[config.mk]
export PLATFORM = sky130hd
export DESIGN_NAME = operand_sequencer
export DESIGN_NICKNAME = d
export VERILOG_FILES = /design/src/rtl/operand_sequencer_pkg.sv /design/src/rtl/operand_sequencer_edge_detect.sv /design/src/rtl/operand_sequencer.sv
export SDC_FILE = /design/constraint.sdc
export NUM_CORES = 1
export LEC_CHECK = 0
export BUFFER_PORTS_ARGS = -buffer_cell sky130_fd_sc_hd__buf_2
export CORE_MARGIN = 2
export CORE_UTILIZATION = 50
export CTS_CLUSTER_DIAMETER = 200
export CTS_CLUSTER_SIZE = 20
export DETAILED_ROUTE_END_ITERATION = 8
export PLACE_DENSITY_LB_ADDON = 0.1
export SLEW_MARGIN = 20
export SYNTH_ARGS = -nofsm -noshare
export SYNTH_HDL_FRONTEND = slang
export SYNTH_SLANG_ARGS = --single-unit
[constraint.sdc]
create_clock -name Clk -period 1.7 [get_ports Clk]
set_clock_uncertainty 0.1 [all_clocks]
set_input_delay 0.34 -clock Clk [delete_from_list [all_inputs] [get_ports Clk]]
set_output_delay 0.34 -clock Clk [all_outputs]
set_load 0.05 [all_outputs]
[src/rtl/operand_sequencer_pkg.sv]
// Shared definitions for the operand sequencer: FSM state type, default
// parameter values and a small counter-width helper.
package operand_sequencer_pkg;

  typedef enum logic [1:0] {
    ST_ENTER_A = 2'd0,
    ST_ENTER_B = 2'd1,
    ST_COMPUTE = 2'd2,
    ST_DONE    = 2'd3
  } seq_state_e;

  localparam int DEF_WIDTH         = 8;
  localparam int DEF_SETTLE_CYCLES = 2;

  // Bits needed to hold values 0..max_val; never less than one bit.
  function automatic int cnt_width(input int max_val);
    if (max_val < 2) begin
      return 1;
    end else begin
      return $clog2(max_val + 1);
    end
  endfunction

endpackage

[src/rtl/operand_sequencer_edge_detect.sv]
// Rising-edge detector for the digit strobe.
// Ports:
//   i_clk   - rising-edge clock
//   i_rst   - asynchronous active-high reset
//   i_level - raw strobe level (DigitValid)
//   o_pulse - high for the single cycle where i_level is 1 and was 0 before
module operand_sequencer_edge_detect (
  input  logic i_clk,
  input  logic i_rst,
  input  logic i_level,
  output logic o_pulse
);

  logic r_level_d;

  // Remember the previous strobe level; tracks in every FSM state.
  always_ff @(posedge i_clk or posedge i_rst) begin
    if (i_rst) begin
      r_level_d <= 1'b0;
    end else begin
      r_level_d <= i_level;
    end
  end

  assign o_pulse = i_level & ~r_level_d;

endmodule

[src/rtl/operand_sequencer.sv]
// Collects two hex operands digit by digit, presents them to an external
// ripple-carry adder, waits for the chain to settle and latches the sum.
// Ports:
//   Clk, Rst          - clock, asynchronous active-high reset
//   DigitIn/DigitValid - hex digit and its strobe (a held level is one entry)
//   Clear             - synchronous abort back to operand-A entry
//   SumIn/CarryIn     - results returned by the adder chain
//   OpA/OpB/CinOut    - operands and carry-in driven to the adder chain
//   Result/ResultValid - latched {carry, sum} and its valid flag
//   Busy              - high while waiting for the adder to settle
module operand_sequencer
  import operand_sequencer_pkg::*;
#(
  parameter int WIDTH         = DEF_WIDTH,
  parameter int SETTLE_CYCLES = DEF_SETTLE_CYCLES
) (
  input  logic             Clk,
  input  logic             Rst,
  input  logic [3:0]       DigitIn,
  input  logic             DigitValid,
  input  logic             Clear,
  input  logic [WIDTH-1:0] SumIn,
  input  logic             CarryIn,
  output logic [WIDTH-1:0] OpA,
  output logic [WIDTH-1:0] OpB,
  output logic             CinOut,
  output logic [WIDTH:0]   Result,
  output logic             ResultValid,
  output logic             Busy
);

  localparam int DIGITS = WIDTH / 4;
  localparam int DCW    = cnt_width(DIGITS);
  localparam int SCW    = cnt_width(SETTLE_CYCLES);

  localparam logic [DCW-1:0] LAST_DIGIT  = DCW'(DIGITS - 1);
  localparam logic [SCW-1:0] SETTLE_LOAD = SCW'(SETTLE_CYCLES - 1);

  seq_state_e       r_state;
  seq_state_e       w_state_nxt;
  logic [WIDTH-1:0] r_op_a;
  logic [WIDTH-1:0] w_op_a_nxt;
  logic [WIDTH-1:0] r_op_b;
  logic [WIDTH-1:0] w_op_b_nxt;
  logic [WIDTH:0]   r_result;
  logic [WIDTH:0]   w_result_nxt;
  logic             r_result_valid;
  logic             w_result_valid_nxt;
  logic             r_busy;
  logic [DCW-1:0]   r_digit_cnt;
  logic [DCW-1:0]   w_digit_cnt_nxt;
  logic [SCW-1:0]   r_settle_cnt;
  logic [SCW-1:0]   w_settle_cnt_nxt;
  // Set once the settle counter has been observed at zero; the sum is
  // captured on the cycle after that, giving SETTLE_CYCLES+1 of latency.
  logic             r_settle_zero;
  logic             w_settle_zero_nxt;

  logic             w_accept;
  logic [WIDTH-1:0] w_shift_a;
  logic [WIDTH-1:0] w_shift_b;

  operand_sequencer_edge_detect u_edge_detect (
    .i_clk   (Clk),
    .i_rst   (Rst),
    .i_level (DigitValid),
    .o_pulse (w_accept)
  );

  // Truncating cast drops the top nibble, which also works when WIDTH is 4.
  assign w_shift_a = WIDTH'({r_op_a, DigitIn});
  assign w_shift_b = WIDTH'({r_op_b, DigitIn});

  // Next-state and datapath decisions; Clear overrides everything.
  always_comb begin
    w_state_nxt        = r_state;
    w_op_a_nxt         = r_op_a;
    w_op_b_nxt         = r_op_b;
    w_result_nxt       = r_result;
    w_result_valid_nxt = r_result_valid;
    w_digit_cnt_nxt    = r_digit_cnt;
    w_settle_cnt_nxt   = r_settle_cnt;
    w_settle_zero_nxt  = r_settle_zero;

    if (Clear) begin
      w_state_nxt        = ST_ENTER_A;
      w_op_a_nxt         = '0;
      w_op_b_nxt         = '0;
      w_result_nxt       = '0;
      w_result_valid_nxt = 1'b0;
      w_digit_cnt_nxt    = '0;
      w_settle_cnt_nxt   = '0;
      w_settle_zero_nxt  = 1'b0;
    end else begin
      case (r_state)
        ST_ENTER_A: begin
          if (w_accept) begin
            w_op_a_nxt = w_shift_a;
            if (r_digit_cnt == LAST_DIGIT) begin
              w_digit_cnt_nxt = '0;
              w_state_nxt     = ST_ENTER_B;
            end else begin
              w_digit_cnt_nxt = r_digit_cnt + DCW'(1);
            end
          end else begin
            w_op_a_nxt = r_op_a;
          end
        end
        ST_ENTER_B: begin
          if (w_accept) begin
            w_op_b_nxt = w_shift_b;
            if (r_digit_cnt == LAST_DIGIT) begin
              w_digit_cnt_nxt   = '0;
              w_settle_cnt_nxt  = SETTLE_LOAD;
              w_settle_zero_nxt = 1'b0;
              w_state_nxt       = ST_COMPUTE;
            end else begin
              w_digit_cnt_nxt = r_digit_cnt + DCW'(1);
            end
          end else begin
            w_op_b_nxt = r_op_b;
          end
        end
        ST_COMPUTE: begin
          // Strobe edges are ignored here; the edge detector still tracks.
          if (r_settle_cnt != '0) begin
            w_settle_cnt_nxt = r_settle_cnt - SCW'(1);
          end else if (!r_settle_zero) begin
            w_settle_zero_nxt = 1'b1;
          end else begin
            w_result_nxt       = {CarryIn, SumIn};
            w_result_valid_nxt = 1'b1;
            w_settle_zero_nxt  = 1'b0;
            w_state_nxt        = ST_DONE;
          end
        end
        ST_DONE: begin
          // A new digit starts the next operand A; Result keeps its value.
          if (w_accept) begin
            w_result_valid_nxt = 1'b0;
            w_op_b_nxt         = '0;
            w_op_a_nxt         = WIDTH'(DigitIn);
            if (DIGITS == 1) begin
              w_digit_cnt_nxt = '0;
              w_state_nxt     = ST_ENTER_B;
            end else begin
              w_digit_cnt_nxt = DCW'(1);
              w_state_nxt     = ST_ENTER_A;
            end
          end else begin
            w_state_nxt = ST_DONE;
          end
        end
        default: begin
          w_state_nxt = ST_ENTER_A;
        end
      endcase
    end
  end

  // State, operand, counter and output registers.
  always_ff @(posedge Clk or posedge Rst) begin
    if (Rst) begin
      r_state        <= ST_ENTER_A;
      r_op_a         <= '0;
      r_op_b         <= '0;
      r_result       <= '0;
      r_result_valid <= 1'b0;
      r_busy         <= 1'b0;
      r_digit_cnt    <= '0;
      r_settle_cnt   <= '0;
      r_settle_zero  <= 1'b0;
    end else begin
      r_state        <= w_state_nxt;
      r_op_a         <= w_op_a_nxt;
      r_op_b         <= w_op_b_nxt;
      r_result       <= w_result_nxt;
      r_result_valid <= w_result_valid_nxt;
      r_busy         <= (w_state_nxt == ST_COMPUTE);
      r_digit_cnt    <= w_digit_cnt_nxt;
      r_settle_cnt   <= w_settle_cnt_nxt;
      r_settle_zero  <= w_settle_zero_nxt;
    end
  end

  assign OpA         = r_op_a;
  assign OpB         = r_op_b;
  assign CinOut      = 1'b0;
  assign Result      = r_result;
  assign ResultValid = r_result_valid;
  assign Busy        = r_busy;

endmodule

==> impl_metrics.py, run 1 <==
metrics = {
    "grt": {
        "grt_first_pass_wirelength_mm": 4.933,
        "grt_pass1_vias": 1140,
        "antenna_found_initial": 0,
        "groute.usage.overall_pct": 18.98,
        "gr-total-overflow": 0,
        "grt_start_max_net_pins": 36,
    },
    "routing": {
        "detail_route.first_pass.iterations": 4,
        "detailedRoute.firstIterationViolations": 59,
        "vias_per_cell": 5.063,
        "wl_mm": 3.051,
        "drt.antenna.violating_nets": 0,
        "drt-wirelength-per-cell_um": 12.71,
        "routed-via-count": 1215,
        "route.detailed.drc": 0,
    },
    "power": {
        "comb_power_share_pct": 11.1,
        "power.switching_mw": 0.3789,
        "power_density_nw_per_um2": 814.9,
        "power.total_mw": 1.593,
        "static-leakage-power_nw": 0.9917,
        "worst_ir_drop_vdd_uv": 482.7,
        "power.share.sequential_pct": 54.0,
        "clock_power_share_pct": 34.9,
        "sw_share_pct": 23.79,
        "internal_power_component_mw": 1.214,
    },
    "final_layout": {
        "area_taken_by_multi_input_logic_gates_um2": 628.1,
        "final_cell_count_no_fill": 240,
        "area_growth_pct": 24.17,
        "sequential_cell_area_um2": 875.8,
        "insertedDiodeCount": 0,
        "filler_cell_count": 259,
        "finalCoreUtilization_pct": 64.55,
        "drive_above_1_share_pct": 32.14,
        "nets": 214,
    },
    "worst_setup_path": {
        "start_kind": "flip-flop",
        "path_max_fanout": 12,
        "worst_path_largest_cell_delay_ps": 560,
        "timing.critical_path.to_type": "flip-flop",
        "timing.critical_path.arrival_ps": 1700,
        "cp_data_required_time_ps": 1830,
        "worstSetupPathType": "reg2reg",
        "ff2ff_path_depth": 3,
        "path_depth": 3,
        "timing.critical_path.slowest_stage_cell": "sky130_fd_sc_hd__dfrtp_1",
        "crit_family": "simple AND/OR/NAND/NOR gates",
        "cp_cell_sequence": "nand2b_1 -> or3_1 -> a32o_1",
        "worst_setup_path_startpoint": "r_state[0]$_DFF_PP0_",
        "rr_startpoint": "r_state[0]$_DFF_PP0_",
        "critical_path.n_buffers_inverters": 0,
    },
    "floorplanning": {
        "fp.coreArea_um2": 3028,
        "die_width_um": 60.11,
        "die_area_um2": 3613,
        "start_util_pct": 51.98,
        "die_height_um": 60.11,
        "fp-row-count": 20,
        "num_io_pins": 45,
    },
    "synthesis": {
        "synth-seq-area-share_pct": 55.64,
        "post_synth_inst_count": 144,
        "synth_fp_nets": 162,
        "cell_area_synth_um2": 1574,
        "yosys_register_bits": 35,
        "syn_area_per_cell_um2": 10.93,
        "netlist-cell-type-count": 36,
        "synth-warning-count": 0,
    },
    "timing": {
        "setup-violations-final": 0,
        "slew_headroom_pct": 59.25,
        "tightestPinTransition_ps": 611.2,
        "period_needed_ps": 1578,
        "share_of_the_clock_period_used_by_the_worst_path_pct": 92.84,
        "timing.setup.tns_ps": 0,
        "grt_setup_unrepaired": "no",
        "finalHoldViolations": 0,
        "holdWs_ps": 57.32,
        "max_clock_freq_mhz": 633.6,
        "maxSlewViolCount": 0,
    },
    "place": {
        "place.gp.congestion": 0.7612,
        "place_inst": 231,
        "post_dp_hpwl_mm": 2.261,
        "i_o_buffers": 43,
    },
    "min_path": {
        "worst_hold_path_type": "in2reg",
        "min_delay_path_depth": 1,
        "worst_hold_startpoint": "DigitValid",
    },
    "clocking": {
        "clock_tree_from_tritoncts": "yes",
        "clock_sinks": 35,
        "max-clock-path-buffers": 2,
        "cts_buffers": 5,
        "worstSkewPairLatency_ps": 340,
        "clkSlewWorstSetupHoldPaths_ps": 90,
        "cts.htree.levels": 2,
        "clk_root_buffer_cell": "sky130_fd_sc_hd__clkbuf_4",
    },
    "job": {
        "drv.max_cap_violation_count": 0,
    },
    "outcome": {
        "status": "finished, final reports clean",
    },
}
==> synthesized netlist by cell type, drive strengths merged <==
cell type,n,area share [%]
dfrtp,35,56
nand2,21,5.0
nand2b,16,6.8
a21oi,14,4.5
a22o,8,4.5
buf,5,2.5
inv,5,1.2
mux2i,5,3.2
nor2,5,1.2
o32ai,4,2.2
clkbuf,3,0.72
nor3,3,2.0
nor2b,2,0.79
nor3b,2,1.3
a21o,1,0.48
a221oi,1,0.56
a22oi,1,0.48
a311oi,1,0.56
a31oi,1,0.40
a32o,1,0.64
and2b,1,0.48
and4b,1,0.64
conb,1,0.24
ha,1,0.79
nand4b,1,0.95
o21ai,1,0.32
o31a,1,0.56
o41ai,1,0.56
or3,1,0.40
or4,1,0.48
==> timing repair <==
item | in CTS | in global routing
resized for setup | 0 | 0
buffers inserted | 0 | 1
endpoints found under the hold margin | 35 | 0
setup endpoints to repair | 0 | 3
hold buffers | 1 | 0
==> final cells by class <==
type,instances,area share (%)
clock buffers,6,2.113
well taps,44,2.817
multi-input cells,96,32.14
flip-flops and latches,35,44.81
clock inverters,1,1.536
inverters,5,0.9603
repair buffers,53,15.62
==> layer usage <==
layer / track usage [%] / share of wire [%]
met1: 22.86 / 45
met2: 31.37 / 49
met3: 6.710 / 4.8
met4: 6.667 / 1.2
met5: 0 / 0
==> final timing paths <==
check	slack (ps)	to
setup reg to reg	120	r_settle_zero$_DFFE_PP0P_
hold / removal	60	u_edge_detect.r_level_d$_DFF_PP0_
max in group asynchronous	660	r_digit_cnt[1]$_DFFE_PP0P_
setup / recovery	120	r_settle_zero$_DFFE_PP0P_
min in group asynchronous	530	OpB[7]$_DFFE_PP0P_
hold reg to reg	410	OpB[7]$_DFFE_PP0P_
==> per-stage QoR <==
step           setup WS (ps)  cell area (um2)
3_3_place_gp           153.0             1853
2_1_floorplan          200.2             1574
3_5_place_dp           90.99             1853
4_1_cts                104.5             1934
5_1_grt                15.47             1954
6_report               121.7             1954
==> registers in the layout, summed over array words and instances (netlist names), 2 cells and up <==
signal and count:
OpB 8, Result 9, r_digit_cnt 2, r_settle_cnt 2, OpA 8, r_state 2
==> power by group through the flow <==
stage	registers [mW]	clock network, mW	logic [mW]
6_report	0.861	0.556	0.176
2_1_floorplan	0.904	0	0.0894
3_5_place_dp	0.877	0	0.169
4_1_cts	0.861	0.570	0.171
5_1_grt	0.864	0.606	0.194
3_3_place_gp	0.876	0	0.166
==> layout by cell type (no fill, tap or decap) <==
cell	n
sky130_fd_sc_hd__a32o_1	1
sky130_fd_sc_hd__or3_1	1
sky130_fd_sc_hd__buf_12	1
sky130_fd_sc_hd__nor3b_2	1
sky130_fd_sc_hd__nor3_2	1
sky130_fd_sc_hd__o32ai_1	4
sky130_fd_sc_hd__o31a_1	1
sky130_fd_sc_hd__buf_2	43
sky130_fd_sc_hd__a221oi_1	1
sky130_fd_sc_hd__nor3_4	1
sky130_fd_sc_hd__and4b_1	1
sky130_fd_sc_hd__nor2_1	5
sky130_fd_sc_hd__bufinv_16	1
sky130_fd_sc_hd__conb_1	1
sky130_fd_sc_hd__and2b_1	1
sky130_fd_sc_hd__a22oi_1	1
sky130_fd_sc_hd__nand2_1	21
sky130_fd_sc_hd__dfrtp_1	35
sky130_fd_sc_hd__nand4b_2	1
sky130_fd_sc_hd__inv_1	5
sky130_fd_sc_hd__clkbuf_4	5
sky130_fd_sc_hd__nor2b_1	2
sky130_fd_sc_hd__nor3_1	1
sky130_fd_sc_hd__a21o_1	1
sky130_fd_sc_hd__nand2b_1	15
sky130_fd_sc_hd__ha_1	1
sky130_fd_sc_hd__buf_4	8
sky130_fd_sc_hd__or4_1	1
sky130_fd_sc_hd__a21oi_1	14
sky130_fd_sc_hd__mux2i_1	5
sky130_fd_sc_hd__a311oi_1	1
sky130_fd_sc_hd__a22o_1	8
sky130_fd_sc_hd__a31oi_1	1
sky130_fd_sc_hd__nand2b_4	1
sky130_fd_sc_hd__o21ai_0	1
sky130_fd_sc_hd__dlygate4sd3_1	1
sky130_fd_sc_hd__o41ai_1	1
sky130_fd_sc_hd__clkbuf_1	1
sky130_fd_sc_hd__nor3b_1	1
==> logic make-up after synthesis <==
| logic type | Yosys count | share of synthesized area [%] |
|---|---|---|
| AOI/OAI and AO/OA | 35 | 15.66 |
| other | 1 | 0.2382 |
| adders and majority gates | 1 | 0.7948 |
| and+or+nand+nor | 54 | 20.03 |
| muxes | 5 | 3.180 |
| DFF | 35 | 55.64 |
| buffers and inverters | 13 | 4.452 |
No activity file was read; power rests on OpenSTA's default activity.
==> inputs of run 2 (changes only) <==
--- a/config.mk
+++ b/config.mk
@@ -11,6 +11,7 @@
 export CTS_CLUSTER_DIAMETER = 200
 export CTS_CLUSTER_SIZE = 20
 export DETAILED_ROUTE_END_ITERATION = 8
+export HOLD_SLACK_MARGIN = 0.12
 export PLACE_DENSITY_LB_ADDON = 0.1
 export SLEW_MARGIN = 20
 export SYNTH_ARGS = -nofsm -noshare
==> constraint.sdc (replaced) <==
create_clock -name Clk -period 1.7 [get_ports Clk]
set_clock_uncertainty 0.1 [all_clocks]
set_input_delay 0.255 -clock Clk [delete_from_list [all_inputs] [get_ports Clk]]
set_output_delay 0.255 -clock Clk [all_outputs]
set_load 0.05 [all_outputs]
==> run 2 against run 1 <==
  * Design area rose by 4.7%
  * Global-route usage rose by 0.36 points
  * Power fell by 7.7%
  * Register-to-register slack got worse by 20 ps
  * Sequential cell count did not move
==> impl_metrics.py, run 2 (synthesis gave the netlist of run 1 again) <==
metrics = {
    "routing": {
        "routed-via-count": 1272,
        "detail_route.first_pass.iterations": 4,
        "drt.antenna.violating_nets": 0,
        "detailedRoute.firstIterationViolations": 42,
        "wl_mm": 3.237,
        "route.detailed.drc": 0,
        "drt-wirelength-per-cell_um": 12.79,
        "vias_per_cell": 5.028,
    },
    "grt": {
        "groute.usage.overall_pct": 19.34,
        "grt_first_pass_wirelength_mm": 5.030,
        "grt_start_max_net_pins": 36,
        "gr-total-overflow": 0,
        "grt_pass1_vias": 1144,
        "antenna_found_initial": 0,
    },
    "power": {
        "static-leakage-power_nw": 1.028,
        "power_density_nw_per_um2": 718.8,
        "comb_power_share_pct": 13.3,
        "clock_power_share_pct": 28.2,
        "internal_power_component_mw": 1.086,
        "sw_share_pct": 26.13,
        "power.switching_mw": 0.3842,
        "worst_ir_drop_vdd_uv": 565.3,
        "power.total_mw": 1.470,
        "power.share.sequential_pct": 58.5,
    },
    "worst_setup_path": {
        "timing.critical_path.to_type": "flip-flop",
        "worst_setup_slack_for_register_to_register_paths_ps": 100,
        "worstSetupPathType": "reg2reg",
        "cp_data_required_time_ps": 1820,
        "timing.critical_path.arrival_ps": 1720,
        "cp_cell_sequence": "nand2b_1 -> or3_1 -> a32o_1",
        "reg2reg_to": "r_settle_zero$_DFFE_PP0P_",
        "ff2ff_path_depth": 3,
        "rr_startpoint": "r_state[0]$_DFF_PP0_",
        "worst_path_largest_cell_delay_ps": 570,
        "endpoint": "r_settle_zero$_DFFE_PP0P_",
        "start_kind": "flip-flop",
        "worst_setup_path_startpoint": "r_state[0]$_DFF_PP0_",
        "path_max_fanout": 12,
        "timing.critical_path.slowest_stage_cell": "sky130_fd_sc_hd__dfrtp_1",
    },
    "place": {
        "post_dp_hpwl_mm": 2.196,
        "i_o_buffers": 43,
        "place.gp.congestion": 0.7331,
    },
    "clocking": {
        "cts.htree.levels": 2,
        "clk_root_buffer_cell": "sky130_fd_sc_hd__clkbuf_4",
        "cts_post_setup_buffers_inserted": 0,
        "clock_tree_from_tritoncts": "yes",
        "clock_sinks": 35,
        "cts_buffers": 5,
        "clkSlewWorstSetupHoldPaths_ps": 100,
        "max-clock-path-buffers": 2,
        "worstSkewPairLatency_ps": 330,
    },
    "floorplanning": {
        "start_util_pct": 51.98,
        "fp-row-count": 20,
        "die_area_um2": 3613,
        "num_io_pins": 45,
        "fp.coreArea_um2": 3028,
        "die_height_um": 60.11,
        "die_width_um": 60.11,
    },
    "timing": {
        "timing.setup.tns_ps": 0,
        "grt_setup_unrepaired": "no",
        "finalHoldViolations": 0,
        "slew_headroom_pct": 61.40,
        "setup-violations-final": 0,
        "share_of_the_clock_period_used_by_the_worst_path_pct": 94.00,
        "maxSlewViolCount": 0,
        "max_clock_freq_mhz": 625.8,
        "tightestPinTransition_ps": 578.9,
        "period_needed_ps": 1598,
    },
    "job": {
        "drv.max_cap_violation_count": 0,
    },
    "final_layout": {
        "layout.cells.most_common": "sky130_fd_sc_hd__buf_2",
        "most-common-layout-cells": "43 x sky130_fd_sc_hd__buf_2, 35 x sky130_fd_sc_hd__dfrtp_1, 21 x sky130_fd_sc_hd__nand2_1",
        "drive_above_1_share_pct": 29.19,
        "area_growth_pct": 29.97,
        "insertedDiodeCount": 0,
        "nets": 226,
        "largest_register_ff_count": 9,
    },
    "min_path": {
        "min_delay_path_depth": 2,
        "worst_hold_startpoint": "Clear",
        "worst_hold_path_type": "in2reg",
    },
    "outcome": {
        "status": "finished, final reports clean",
    },
}
## run 2: cell types whose count changed in the layout (fill, tap and decap cells not counted)
cell                            before  now
sky130_fd_sc_hd__clkbuf_1            1    2
sky130_fd_sc_hd__bufinv_16           1    0
sky130_fd_sc_hd__clkinv_2            0    1
sky130_fd_sc_hd__buf_12              1    0
sky130_fd_sc_hd__buf_4               8    7
sky130_fd_sc_hd__dlygate4sd3_1       1   15
## run 2: worst min-delay path by stage
stage                                        endpoint
floorplan           u_edge_detect.r_level_d$_DFF_PP0_
global placement                   OpB[7]$_DFFE_PP0P_
detailed placement              Result[5]$_DFFE_PP0P_
CTS                           ResultValid$_DFFE_PP0P_
global route                     r_state[0]$_DFF_PP0_
finish                        ResultValid$_DFFE_PP0P_
## run 2: per-layer routing
layer  global-route usage (%)  up-vias  wire, um
met5                        0        -         0
met2                    33.54       37      1634
met4                    7.619        0        48
li1                         -      636         -
met1                    22.11      593      1402
met3                    5.844        6       152
## run 2: worst max-delay path: cells and delay by family (launching register included)
family	cells	cell delay [ps]
flops	1	570
simple gates	2	580
compound gates	1	230
## run 2: final cells by class
class	count	area, um2
well taps	44	55.05
flip-flops and latches	35	875.8
multi-input cells	96	628.1
fillers	245	982.2
clock inverters	1	5.005
clock buffers	7	45.04
inverters	5	18.77
repair buffers	65	417.9
## run 2: repair_timing
| item | CTS | global route |
|---|---|---|
| endpoints found under the hold margin | 53 | 0 |
| hold buffers | 15 | 0 |
| gates resized for setup | 0 | 0 |
## run 2: power groups by stage
stage	registers (mW)	clock network (mW)	logic (mW)
final	0.861	0.414	0.196
after detailed placement	0.877	0	0.170
after floorplan	0.904	0	0.0894
after global routing	0.863	0.458	0.213
after CTS	0.861	0.430	0.197
after global placement	0.876	0	0.167
## run 2: stage by stage
stage / worst slack, ps / hold slack [ps] / utilization, % / cells / area [um2]
floorplan: 200.2 / 186.4 / - / 144 / 1574
CTS: 110.7 / 221.0 / 67.56 / 253 / 2046
detailed placement: 135.0 / 270.8 / 60.95 / 230 / 1846
finish: 101.9 / 225.5 / 67.56 / 253 / 2046
global placement: 122.9 / 267.8 / 60.95 / 230 / 1846
global route: 4.859 / 255.0 / 67.56 / 253 / 2046
==> inputs of run 3 (changes only) <==
==> constraint.sdc (replaced) <==
create_clock -name Clk -period 1.55 [get_ports Clk]
set_clock_uncertainty 0.1 [all_clocks]
set_input_delay 0.2325 -clock Clk [delete_from_list [all_inputs] [get_ports Clk]]
set_output_delay 0.2325 -clock Clk [all_outputs]
set_load 0.005 [all_outputs]
==> run 3 against run 2 <==
  * Power is 7.5% higher
  * Core utilization up 1.7 points
  * Highest routed layer unchanged
  * Cell count increased by 1.6%
  * Global-route usage rose by 1.2 points
  * Worst hold slack got worse by 28 ps
  * Combinational power decreased by 7%
  * Worst setup slack got worse by 32 ps
  * Sequential share of layout area shrank 0.99 points
  * Sequential cell count stayed put
==> impl_metrics.py, run 3 (synthesis gave the netlist of run 1 again) <==
metrics = {
    "place": {
        "post_dp_cell_area_um2": 1861,
        "place.gp.congestion": 0.7777,
        "dp_worst_setup_slack_ps": -0.9447,
        "post_dp_hpwl_mm": 2.325,
        "i_o_buffers": 43,
        "place_inst": 232,
    },
    "routing": {
        "routed-via-count": 1326,
        "drt-wirelength-per-cell_um": 13.31,
        "drt.antenna.violating_nets": 0,
        "detailedRoute.firstIterationViolations": 73,
        "detail_route.first_pass.iterations": 4,
        "wl_mm": 3.420,
        "vias_per_cell": 5.160,
        "route.detailed.drc": 0,
    },
    "job": {
        "drv.max_cap_violation_count": 0,
    },
    "timing": {
        "period_needed_ps": 1480,
        "share_of_the_clock_period_used_by_the_worst_path_pct": 95.51,
        "maxSlewViolCount": 0,
        "max_clock_freq_mhz": 675.5,
        "setup-violations-final": 0,
        "finalHoldViolations": 0,
        "timing.setup.tns_ps": 0,
        "setup_slack_ps": 69.52,
        "holdWs_ps": 197.6,
    },
    "worst_setup_path": {
        "cp_data_required_time_ps": 1670,
        "start_kind": "flip-flop",
        "ff2ff_path_depth": 3,
        "timing.critical_path.slowest_stage_cell": "sky130_fd_sc_hd__dfrtp_2",
        "worst_path_largest_cell_delay_ps": 520,
        "critical_path.n_buffers_inverters": 0,
        "timing.critical_path.arrival_ps": 1600,
        "path_max_fanout": 12,
        "rr_startpoint": "r_state[0]$_DFF_PP0_",
        "crit_family": "flip-flops",
        "cp_cell_sequence": "nand2b_1 -> or3_1 -> a32o_1",
        "reg2reg_to": "r_settle_zero$_DFFE_PP0P_",
        "timing.critical_path.to_type": "flip-flop",
        "worst_setup_slack_for_register_to_register_paths_ps": 70,
        "worstSetupPathType": "reg2reg",
    },
    "floorplanning": {
        "fp-row-count": 20,
        "die_height_um": 60.11,
        "num_io_pins": 45,
        "die_area_um2": 3613,
        "start_util_pct": 51.98,
        "die_width_um": 60.11,
        "fp.coreArea_um2": 3028,
    },
    "final_layout": {
        "area_growth_pct": 33.23,
        "most-common-layout-cells": "43 x sky130_fd_sc_hd__buf_2, 34 x sky130_fd_sc_hd__dfrtp_1, 21 x sky130_fd_sc_hd__nand2_1",
        "insertedDiodeCount": 0,
        "largest_register_ff_count": 9,
        "nets": 230,
        "postLayoutCellArea_um2": 2097,
        "drive_above_1_share_pct": 33.33,
        "layout.cells.most_common": "sky130_fd_sc_hd__buf_2",
        "final_cell_count_no_fill": 257,
        "finalCoreUtilization_pct": 69.26,
    },
    "grt": {
        "grt_first_pass_wirelength_mm": 5.457,
        "antenna_found_initial": 0,
        "grt_pass1_vias": 1243,
        "grt_start_max_net_pins": 36,
        "gr-total-overflow": 0,
        "groute.usage.overall_pct": 20.53,
    },
    "clocking": {
        "cts_buffers": 5,
        "worstSkewPairLatency_ps": 330,
        "cts.htree.levels": 2,
        "clock_tree_from_tritoncts": "yes",
        "max-clock-path-buffers": 2,
        "clk_root_buffer_cell": "sky130_fd_sc_hd__clkbuf_4",
        "clock_sinks": 35,
        "clkSlewWorstSetupHoldPaths_ps": 100,
    },
    "min_path": {
        "min_delay_path_depth": 2,
        "worst_hold_startpoint": "Clear",
        "worst_hold_path_type": "in2reg",
        "whs_endpoint": "ResultValid$_DFFE_PP0P_",
    },
    "power": {
        "static-leakage-power_nw": 1.047,
        "power.total_mw": 1.580,
        "power_density_nw_per_um2": 753.4,
        "worst_ir_drop_vdd_uv": 415.8,
    },
    "outcome": {
        "status": "finished, final reports clean",
    },
}
run 3: timing repair:
item                       in CTS  in global routing
hold buffers                   15                  0
pin swaps                       1                  1
resized for setup               1                  7
hold endpoints to repair       53                  0
setup endpoints to repair       5                 26
buffers inserted                0                  2
run 3: worst max path at each step:
stage | from | end | cells after the start
5_1_grt | r_settle_cnt[0]$_DFFE_PP0P_ | Result[7]$_DFFE_PP0P_ | 6
3_5_place_dp | r_state[0]$_DFF_PP0_ | r_digit_cnt[0]$_DFFE_PP0P_ | 3
6_report | r_state[0]$_DFF_PP0_ | r_settle_zero$_DFFE_PP0P_ | 3
3_3_place_gp | r_state[0]$_DFF_PP0_ | OpA[3]$_DFFE_PP0P_ | 3
4_1_cts | r_state[0]$_DFF_PP0_ | OpA[0]$_DFFE_PP0P_ | 3
2_1_floorplan | r_settle_cnt[0]$_DFFE_PP0P_ | ResultValid$_DFFE_PP0P_ | 6
run 3: metal layers:
layer	global-route usage [%]	wire length (um)	up-vias
li1	-	-	642
met1	24.93	1434	637
met2	34.78	1747	41
met3	6.061	194	6
met4	6.667	44	0
met5	0	0	-
run 3: layout make-up:
class | count | area, um2
clock buffers | 7 | 45.04
clock inverters | 1 | 5.005
fillers | 243 | 930.9
inverters | 5 | 18.77
multi-input cells | 96 | 648.1
flip-flops and latches | 35 | 877.1
well taps | 44 | 55.05
repair buffers | 69 | 447.9
run 3: power breakdown:
group / internal (mW) / leakage, nW / switching, mW / total [mW]
Sequential: 0.929 / 0.482 / 0.0175 / 0.946
Clock: 0.177 / 0.0293 / 0.275 / 0.452
Combinational: 0.0908 / 0.535 / 0.0910 / 0.182
Total: 1.20 / 1.05 / 0.384 / 1.58
run 3: worst reg2reg max path: stages (launching register included):
cell and delay (ps):
sky130_fd_sc_hd__dfrtp_2 520, sky130_fd_sc_hd__nand2b_1 110, sky130_fd_sc_hd__or3_1 400, sky130_fd_sc_hd__a32o_1 240
